===== config.mk =====
export PLATFORM = sky130hd
export DESIGN_NAME = channel_fifo
export DESIGN_NICKNAME = d
export VERILOG_FILES = /design/src/rtl/channel_fifo_ram.sv /design/src/rtl/channel_fifo.sv
export SDC_FILE = /design/constraint.sdc
export NUM_CORES = 1
export LEC_CHECK = 0
export ABC_AREA = 1
export CAP_MARGIN = 15
export CORE_UTILIZATION = 45
export DETAILED_ROUTE_END_ITERATION = 12
export SLEW_MARGIN = 20
export SYNTH_ARGS = -nofsm -noshare
export SYNTH_HDL_FRONTEND = slang
export SYNTH_HIERARCHICAL = 1
export SYNTH_SLANG_ARGS = --single-unit

===== constraint.sdc =====
create_clock -name clk -period 2.6 [get_ports clk]
set_input_delay 0.52 -clock clk [delete_from_list [all_inputs] [get_ports clk]]
set_output_delay 0.52 -clock clk [all_outputs]
set_load 0.03 [all_outputs]

===== src/rtl/channel_fifo_ram.sv =====
// Simple dual-port sample store: synchronous write, registered read port.
// The read register holds its value until the next read and clears on reset.
module channel_fifo_ram #(
  parameter int DATA_WIDTH = 8,
  parameter int ADDR_WIDTH = 4
) (
  input  logic                  clk,
  input  logic                  rst_n,
  input  logic                  we_i,
  input  logic [ADDR_WIDTH-1:0] waddr_i,
  input  logic [DATA_WIDTH-1:0] wdata_i,
  input  logic                  re_i,
  input  logic [ADDR_WIDTH-1:0] raddr_i,
  output logic [DATA_WIDTH-1:0] rdata_o
);

  localparam int DEPTH = 2 ** ADDR_WIDTH;

  logic [DATA_WIDTH-1:0] mem_q [DEPTH];
  logic [DATA_WIDTH-1:0] rdata_q;

  // Storage array; contents are deliberately left unreset so it maps to block RAM.
  always_ff @(posedge clk) begin
    if (we_i) begin
      mem_q[waddr_i] <= wdata_i;
    end
  end

  // Registered read port.
  always_ff @(posedge clk or negedge rst_n) begin
    if (!rst_n) begin
      rdata_q <= '0;
    end else if (re_i) begin
      rdata_q <= mem_q[raddr_i];
    end
  end

  assign rdata_o = rdata_q;

endmodule


===== src/rtl/channel_fifo.sv =====
// Single-clock two-channel sample FIFO for the frame-load controller.
// Pointer, occupancy, flag and sticky error logic around channel_fifo_ram.
module channel_fifo #(
  parameter int DATA_WIDTH = 8,
  parameter int ADDR_WIDTH = 4
) (
  input  logic                  clk,
  input  logic                  reset,
  input  logic                  Mux,
  input  logic                  Write,
  input  logic                  Read,
  input  logic [DATA_WIDTH-1:0] Data_Ch1,
  input  logic [DATA_WIDTH-1:0] Data_Ch2,
  output logic [DATA_WIDTH-1:0] Data_Out,
  output logic                  Valid_Out,
  output logic                  Full,
  output logic                  Empty,
  output logic [ADDR_WIDTH:0]   Count,
  output logic                  Overflow,
  output logic                  Underflow
);

  localparam int                DEPTH   = 2 ** ADDR_WIDTH;
  localparam logic [ADDR_WIDTH:0] DEPTH_C = (ADDR_WIDTH + 1)'(DEPTH);
  localparam logic [ADDR_WIDTH:0] ONE_C   = (ADDR_WIDTH + 1)'(1);
  localparam logic [ADDR_WIDTH-1:0] PTR_ONE_C = ADDR_WIDTH'(1);

  logic [ADDR_WIDTH-1:0] wr_ptr_q, wr_ptr_d;
  logic [ADDR_WIDTH-1:0] rd_ptr_q, rd_ptr_d;
  logic [ADDR_WIDTH:0]   count_q, count_d;
  logic                  valid_q, valid_d;
  logic                  ovf_q, ovf_d;
  logic                  udf_q, udf_d;
  logic                  full_s, empty_s;
  logic                  wr_en_s, rd_en_s;
  logic [DATA_WIDTH-1:0] wdata_s;

  assign full_s  = (count_q == DEPTH_C);
  assign empty_s = (count_q == '0);
  assign wr_en_s = Write & ~full_s;
  assign rd_en_s = Read & ~empty_s;
  assign wdata_s = Mux ? Data_Ch1 : Data_Ch2;

  // Next-state for pointers, occupancy, valid strobe and sticky errors.
  always_comb begin
    wr_ptr_d = wr_ptr_q;
    rd_ptr_d = rd_ptr_q;
    count_d  = count_q;
    valid_d  = rd_en_s;
    ovf_d    = ovf_q | (Write & full_s);
    udf_d    = udf_q | (Read & empty_s);

    if (wr_en_s) begin
      wr_ptr_d = wr_ptr_q + PTR_ONE_C;
    end else begin
      wr_ptr_d = wr_ptr_q;
    end

    if (rd_en_s) begin
      rd_ptr_d = rd_ptr_q + PTR_ONE_C;
    end else begin
      rd_ptr_d = rd_ptr_q;
    end

    case ({wr_en_s, rd_en_s})
      2'b10:   count_d = count_q + ONE_C;
      2'b01:   count_d = count_q - ONE_C;
      default: count_d = count_q;
    endcase
  end

  // Control state registers.
  always_ff @(posedge clk or negedge reset) begin
    if (!reset) begin
      wr_ptr_q <= '0;
      rd_ptr_q <= '0;
      count_q  <= '0;
      valid_q  <= 1'b0;
      ovf_q    <= 1'b0;
      udf_q    <= 1'b0;
    end else begin
      wr_ptr_q <= wr_ptr_d;
      rd_ptr_q <= rd_ptr_d;
      count_q  <= count_d;
      valid_q  <= valid_d;
      ovf_q    <= ovf_d;
      udf_q    <= udf_d;
    end
  end

  channel_fifo_ram #(
    .DATA_WIDTH(DATA_WIDTH),
    .ADDR_WIDTH(ADDR_WIDTH)
  ) u_ram (
    .clk     (clk),
    .rst_n   (reset),
    .we_i    (wr_en_s),
    .waddr_i (wr_ptr_q),
    .wdata_i (wdata_s),
    .re_i    (rd_en_s),
    .raddr_i (rd_ptr_q),
    .rdata_o (Data_Out)
  );

  assign Valid_Out = valid_q;
  assign Full      = full_s;
  assign Empty     = empty_s;
  assign Count     = count_q;
  assign Overflow  = ovf_q;
  assign Underflow = udf_q;

endmodule


==> results_dict.tcl, run 1 <==
set metrics [dict create \
    fin_crit_ns 2.50 \
    synth_area_leaders "edfxtp_1 (58%), nand2_1 (14%), dfrtp_1 (9.0%), nand3_1 (8.4%), buf_6 (1.5%)" \
    clockRootBuffer "clkbuf_16" \
    finalSetupViolCount 0 \
    skew_ns 0.00449 \
    netlist_area_mm2 0.00666 \
    power.total_mw 8.52 \
    wl_per_cell_um 16.9 \
    crit_path_end_kind "primary output" \
    crit_required_ns 2.08 \
    grt_pass1_vias 4095 \
    io_pins 39 \
    post-cts-setup-buffer-count 0 \
    setup_tns_ns 0 \
    maxCapViolations 0 \
    ant_nets 0 \
    clock-sinks 152 \
    p_sw_share_pct 37.8 \
    crit_fanout 6 \
    grt_max_degree 70 \
    cts_tree "yes" \
    grt_pass1_wl_um 22800 \
    hold_buffers 0 \
    final_cell_mix "nand2_1 (240), edfxtp_1 (128), nand3_1 (112), clkdlybuf4s50_1 (37)" \
    syn_area_per_cell_um2 11.0 \
    seq_power_share_pct 37.9 \
    clk_pin_slew_ns 0.06 \
    fmax_mhz 400 \
    area_growth_pct 15.9 \
    synthCells 604 \
    power.switching_mw 3.22 \
    numPortBuffers 38 \
    start_util_pct 46.0 \
    die_w_um 124 \
    cts_max_level 4 \
    async_flop_share_pct 15.8 \
    seq_area_frac_synth_pct 66.7 \
    instances_no_fill 855 \
    hold_class "primary input to async pin" \
    dp_hpwl_um 8940 \
    yosys_register_bits 152 \
    post-route-period-util_pct 96.1 \
    startpoint_type "flop" \
    worstSetupPathType "flop to primary output" \
    maxSlewViolCount 0 \
    yosysTopAreaCell "edfxtp_1" \
    cell_internal_pwr_mw 5.30 \
    crit_arrival_ns 1.98 \
    syn_nets 632 \
    cts_buffer_depth 2 \
    via_count 4474 \
    placed_cells 824 \
    yosysTopAreaCellShare_pct 57.7 \
    gp_congestion 0.774 \
    setup_ws_ns 0.101 \
    status "finished clean" \
    dieArea_mm2 0.0153 \
    fp.dieH_um 124 \
    routed_wl_um 14500 \
    grt-ovfl-total 0 \
    synth_edf_count 128 \
    rsz0062_at_grt "no" \
    post-place-ws_ns 0.162 \
    worst_pin_slew_ns 0.744 \
    drc 0 \
    row_count 44 \
    avgViaCountPerCell 5.23 \
    leakagePower_nw 3.11 \
    antennaDiodeCount 0 \
    power_frac_clock_pct 25.7 \
    coreArea_mm2 0.0145 \
    power-per-cell-area_mw_per_mm2 1100 \
    reg2reg_slack_ns 0.37 \
    drtIter0Drc 378 \
    max_slew_margin_pct 50.4 \
    final_hold_viol_count 0 \
    combPwrFrac_pct 36.4 \
    gr-usage-all-layers_pct 20.7 \
    antenna_found_initial 0 \
    ys.flop_type "edfxtp_1" \
    drive_gt1_share_pct 9.84 \
    firstDrtPassIters 7 \
    ys_types 25 \
    yosys_warnings 6 \
    fin_nets 687 \
    clk_latency_ns 0.42 \
    final_common_cell "nand2_1" \
    peakVddDrop_mv 0.636 \
    cts_inserted_buffers 17 \
]
[per-stage QoR]
stage / hold WS [ns] / utilization (%) / cell area, um2
3_5_place_dp: 0.450 / 49.7 / 7200
5_1_grt: 0.503 / 53.4 / 7720
3_3_place_gp: 0.445 / 49.7 / 7200
4_1_cts: 0.464 / 53.3 / 7720
6_report: 0.458 / 53.4 / 7720
2_1_floorplan: 0.224 / - / 6660
[metal layers]
layer  track usage, %  vias up  routed length, um
li1                 -     2162                  -
met1             29.7     2166               6590
met2             31.5      132               6930
met3             4.26       14                782
met4             6.93        0                167
met5                0        -                  0
[what timing repair did]
item	in CTS	in global routing
endpoints found under the setup margin	0	1
endpoints found under the hold margin	0	0
resized for setup	0	1
[area by class of cell]
class | instances | area (um2)
well taps | 184 | 230
repair buffers | 62 | 576
clock buffers | 20 | 437
clock inverters | 11 | 83.8
inverters | 24 | 90.1
flip-flops and latches | 152 | 4450
fillers | 1251 | 6750
multi-input cells | 402 | 1860
[critical path, stage by stage, from the launching register on]
cell             delay [ns]
dfrtp_1                0.45
inv_1                  0.18
nand4_4                0.16
inv_1                  0.10
clkdlybuf4s50_1        0.67
[path summary, 6_finish.rpt]
kind	start	end	depth (start not counted)
max in group asynchronous	reset	rd_ptr_q[0]	2
hold / removal	reset	rd_ptr_q[3]	2
setup / recovery	Count[0]	Empty	4
hold reg to reg	Underflow	Underflow	2
setup reg to reg	Count[0]	Count[4]	11
min in group clk	Underflow	Underflow	2
[Yosys cell counts (all sizes together) (2+ instances only)]
cell type  number
ha              6
nand3         112
clkbuf          7
xor2            2
buf            19
mux2            8
edfxtp        128
nand3b          2
nand4           4
inv            24
nor2           21
dfrtp          24
nand2         242
[registers in the layout, indices dropped and copies added, names as in the netlist]
register	flops
Valid_Out	1
Underflow	1
rd_ptr_q	4
u_ram/rdata_o	8
wr_ptr_q	4
Overflow	1
Count	5
u_ram/mem_q	128
[kinds of logic (layout without fill, tap and decap cells)]
group	count (synthesis)	in the layout	synth area share, %
simple gates	382	382	24.6
flops	152	152	66.7
buf+inv	50	117	5.33
mux	8	8	1.35
fa+ha+maj	7	7	1.43
xor+xnor	3	3	0.394
compound gates	2	2	0.150
[power by group through the flow]
stage               logic (mW)  clock network [mW]  registers [mW]
finish                    3.10                2.19            3.23
global route              3.46                2.32            3.27
CTS                       3.12                2.22            3.23
detailed placement        3.10                   0            3.28
global placement          3.06                   0            3.27
floorplan                 2.14                   0            3.43
Note: power is estimated with default switching activity, not from simulation.
==> run 2, diff against run 1 <==
--- a/config.mk
+++ b/config.mk
@@ -9,6 +9,7 @@
 export CAP_MARGIN = 15
 export CORE_UTILIZATION = 45
 export DETAILED_ROUTE_END_ITERATION = 12
+export MAX_ROUTING_LAYER = met4
 export SLEW_MARGIN = 20
 export SYNTH_ARGS = -nofsm -noshare
 export SYNTH_HDL_FRONTEND = slang
==> constraint.sdc (replaced) <==
create_clock -name clk -period 2.6 [get_ports clk]
set_input_delay 0.26 -clock clk [delete_from_list [all_inputs] [get_ports clk]]
set_output_delay 0.26 -clock clk [all_outputs]
set_load 0.03 [all_outputs]
==> run 2 against run 1 <==
- setup slack better by 0.22 ns
- hold slack worse by 0.17 ns
- sequential power hardly changed
- cell area is 0.19% lower
- via count is 0.47% lower
- flip-flop and latch count stayed put
- clock skew is 0.0027 ns higher
- die area stayed put
- total power is 0.15% lower
- routed wire length is 1.8% higher
==> results_dict.tcl, run 2 (same netlist as run 1, synthesis figures left out) <==
set metrics [dict create \
    drtIter0Drc 323 \
    cpPeakStageDelay_ns 0.68 \
    top_register "u_ram/mem_q" \
    crit_required_ns 2.34 \
    fin_crit_ns 2.28 \
    worstSetupPathType "flop to primary output" \
    grt_pass1_wl_um 23300 \
    crit_fanout 6 \
    status "finished clean" \
    start_util_pct 46.0 \
    cts_max_level 4 \
    critPathSlowestCell "clkdlybuf4s50_1" \
    fp.dieH_um 124 \
    maxSlewViolCount 0 \
    io_pins 39 \
    cts_tree "yes" \
    ctsResizeCount 0 \
    grt_max_degree 70 \
    rr_worst_depth 11 \
    finalSetupViolCount 0 \
    crit_chain "inv_1 -> nand4_4 -> inv_1 -> clkdlybuf4s50_1" \
    setup_tns_ns 0 \
    crit_top_cell "inv_1" \
    fin_nets 686 \
    r2r_start "Count[0]" \
    cts_buffer_depth 2 \
    die_w_um 124 \
    power-per-cell-area_mw_per_mm2 1100 \
    clock-sinks 152 \
    maxCapViolations 0 \
    avgViaCountPerCell 5.21 \
    routed_wl_um 14700 \
    power.total_mw 8.51 \
    drc 0 \
    clockRootBuffer "clkbuf_16" \
    largest_reg_flops 128 \
    via_count 4453 \
    max_slew_margin_pct 48.5 \
    post-cts-setup-buffer-count 0 \
    cts_inserted_buffers 17 \
    peakVddDrop_mv 0.617 \
    clk_pin_slew_ns 0.06 \
    ant_nets 0 \
    startpoint_type "flop" \
    final_hold_viol_count 0 \
    dieArea_mm2 0.0153 \
    row_count 44 \
    hold_buffers 0 \
    worst_pin_slew_ns 0.770 \
    reg2reg_slack_ns 0.36 \
    crit_arrival_ns 2.02 \
    post-route-period-util_pct 87.8 \
    antenna_found_initial 0 \
    antennaDiodeCount 0 \
    final_common_cell "nand2_1" \
    dp_hpwl_um 9470 \
    n_fill_cell 1273 \
    drive_gt1_share_pct 9.54 \
    numPortBuffers 38 \
    coreArea_mm2 0.0145 \
    gp_congestion 0.771 \
    grt-ovfl-total 0 \
    fmax_mhz 438 \
    firstDrtPassIters 5 \
    rsz0062_at_grt "no" \
    clk_latency_ns 0.42 \
    worstReg2RegEnd "Count[4]" \
    leakagePower_nw 3.10 \
    skew_ns 0.00722 \
    area_growth_pct 15.7 \
    crit_path_end_kind "primary output" \
    grt_pass1_vias 4304 \
    gr-usage-all-layers_pct 21.8 \
    hold_class "primary input to async pin" \
    final_cell_mix "nand2_1 (240), edfxtp_1 (128), nand3_1 (112), clkdlybuf4s50_1 (38)" \
    wl_per_cell_um 17.2 \
]
==> run 2: cell count changes in the layout (fill, tap and decap cells not counted) <==
| cell | delta |
|---|---|
| bufinv_16 | -1 |
| buf_12 | -1 |
| dlymetal6s2s_1 | -1 |
| clkdlybuf4s50_1 | +1 |
| clkbuf_1 | +5 |
| clkinvlp_4 | -3 |
| clkbuf_16 | +1 |
| clkbuf_8 | +2 |
| clkinv_1 | -3 |
==> run 2: area by class of cell <==
cell class                      count  area (um2)  area share, %
Multi-Input combinational cell    402        1860           24.2
Inverter                           24        90.1           1.17
Timing Repair Buffer               61         553           7.17
Tap cell                          184         230           2.99
Clock buffer                       28         508           6.59
Sequential cell                   152        4450           57.7
Clock inverter                      4        20.0          0.260
==> run 2: metrics by stage <==
step	hold WS [ns]	utilization (%)	setup WS (ns)	area, um2	instances
after detailed placement	0.459	49.6	0.300	7180	823
after global placement	0.445	49.6	0.348	7180	823
after floorplan	-0.0356	-	0.399	6660	604
final	0.292	53.2	0.317	7710	855
after global routing	0.352	53.2	0.164	7710	855
after CTS	0.315	53.2	0.291	7710	855
==> run 2: metal layers <==
layer	part of all wire, %	GRT usage (%)
met2	48	33.1
met4	1.9	9.11
met3	5.3	4.35
met1	45	28.8
met5	0	-
==> run 2: how the worst max path moves through the flow <==
stage | slack (ns) | depth (start not counted) | endpoint | from
2_1_floorplan | 0.40 | 11 | Count[4] | Count[0]
3_3_place_gp | 0.35 | 10 | Count[4] | Read
3_5_place_dp | 0.30 | 10 | Count[4] | Read
4_1_cts | 0.29 | 4 | Full | Count[0]
5_1_grt | 0.16 | 11 | Count[4] | Count[0]
6_report | 0.32 | 4 | Full | Count[0]
==> run 2: worst max-delay path: cells and delay by family (launching register included) <==
kind,cells,cell delay [ns]
DFF,1,0.45
and+or+nand+nor,1,0.16
buffers and inverters,3,0.98
==> run 2: power breakdown <==
part           internal (mW)  total (mW)  switching (mW)
logic                  0.993        3.08            2.09
clock network           1.32        2.20           0.884
registers               3.00        3.22           0.221
total                   5.31        8.51            3.19
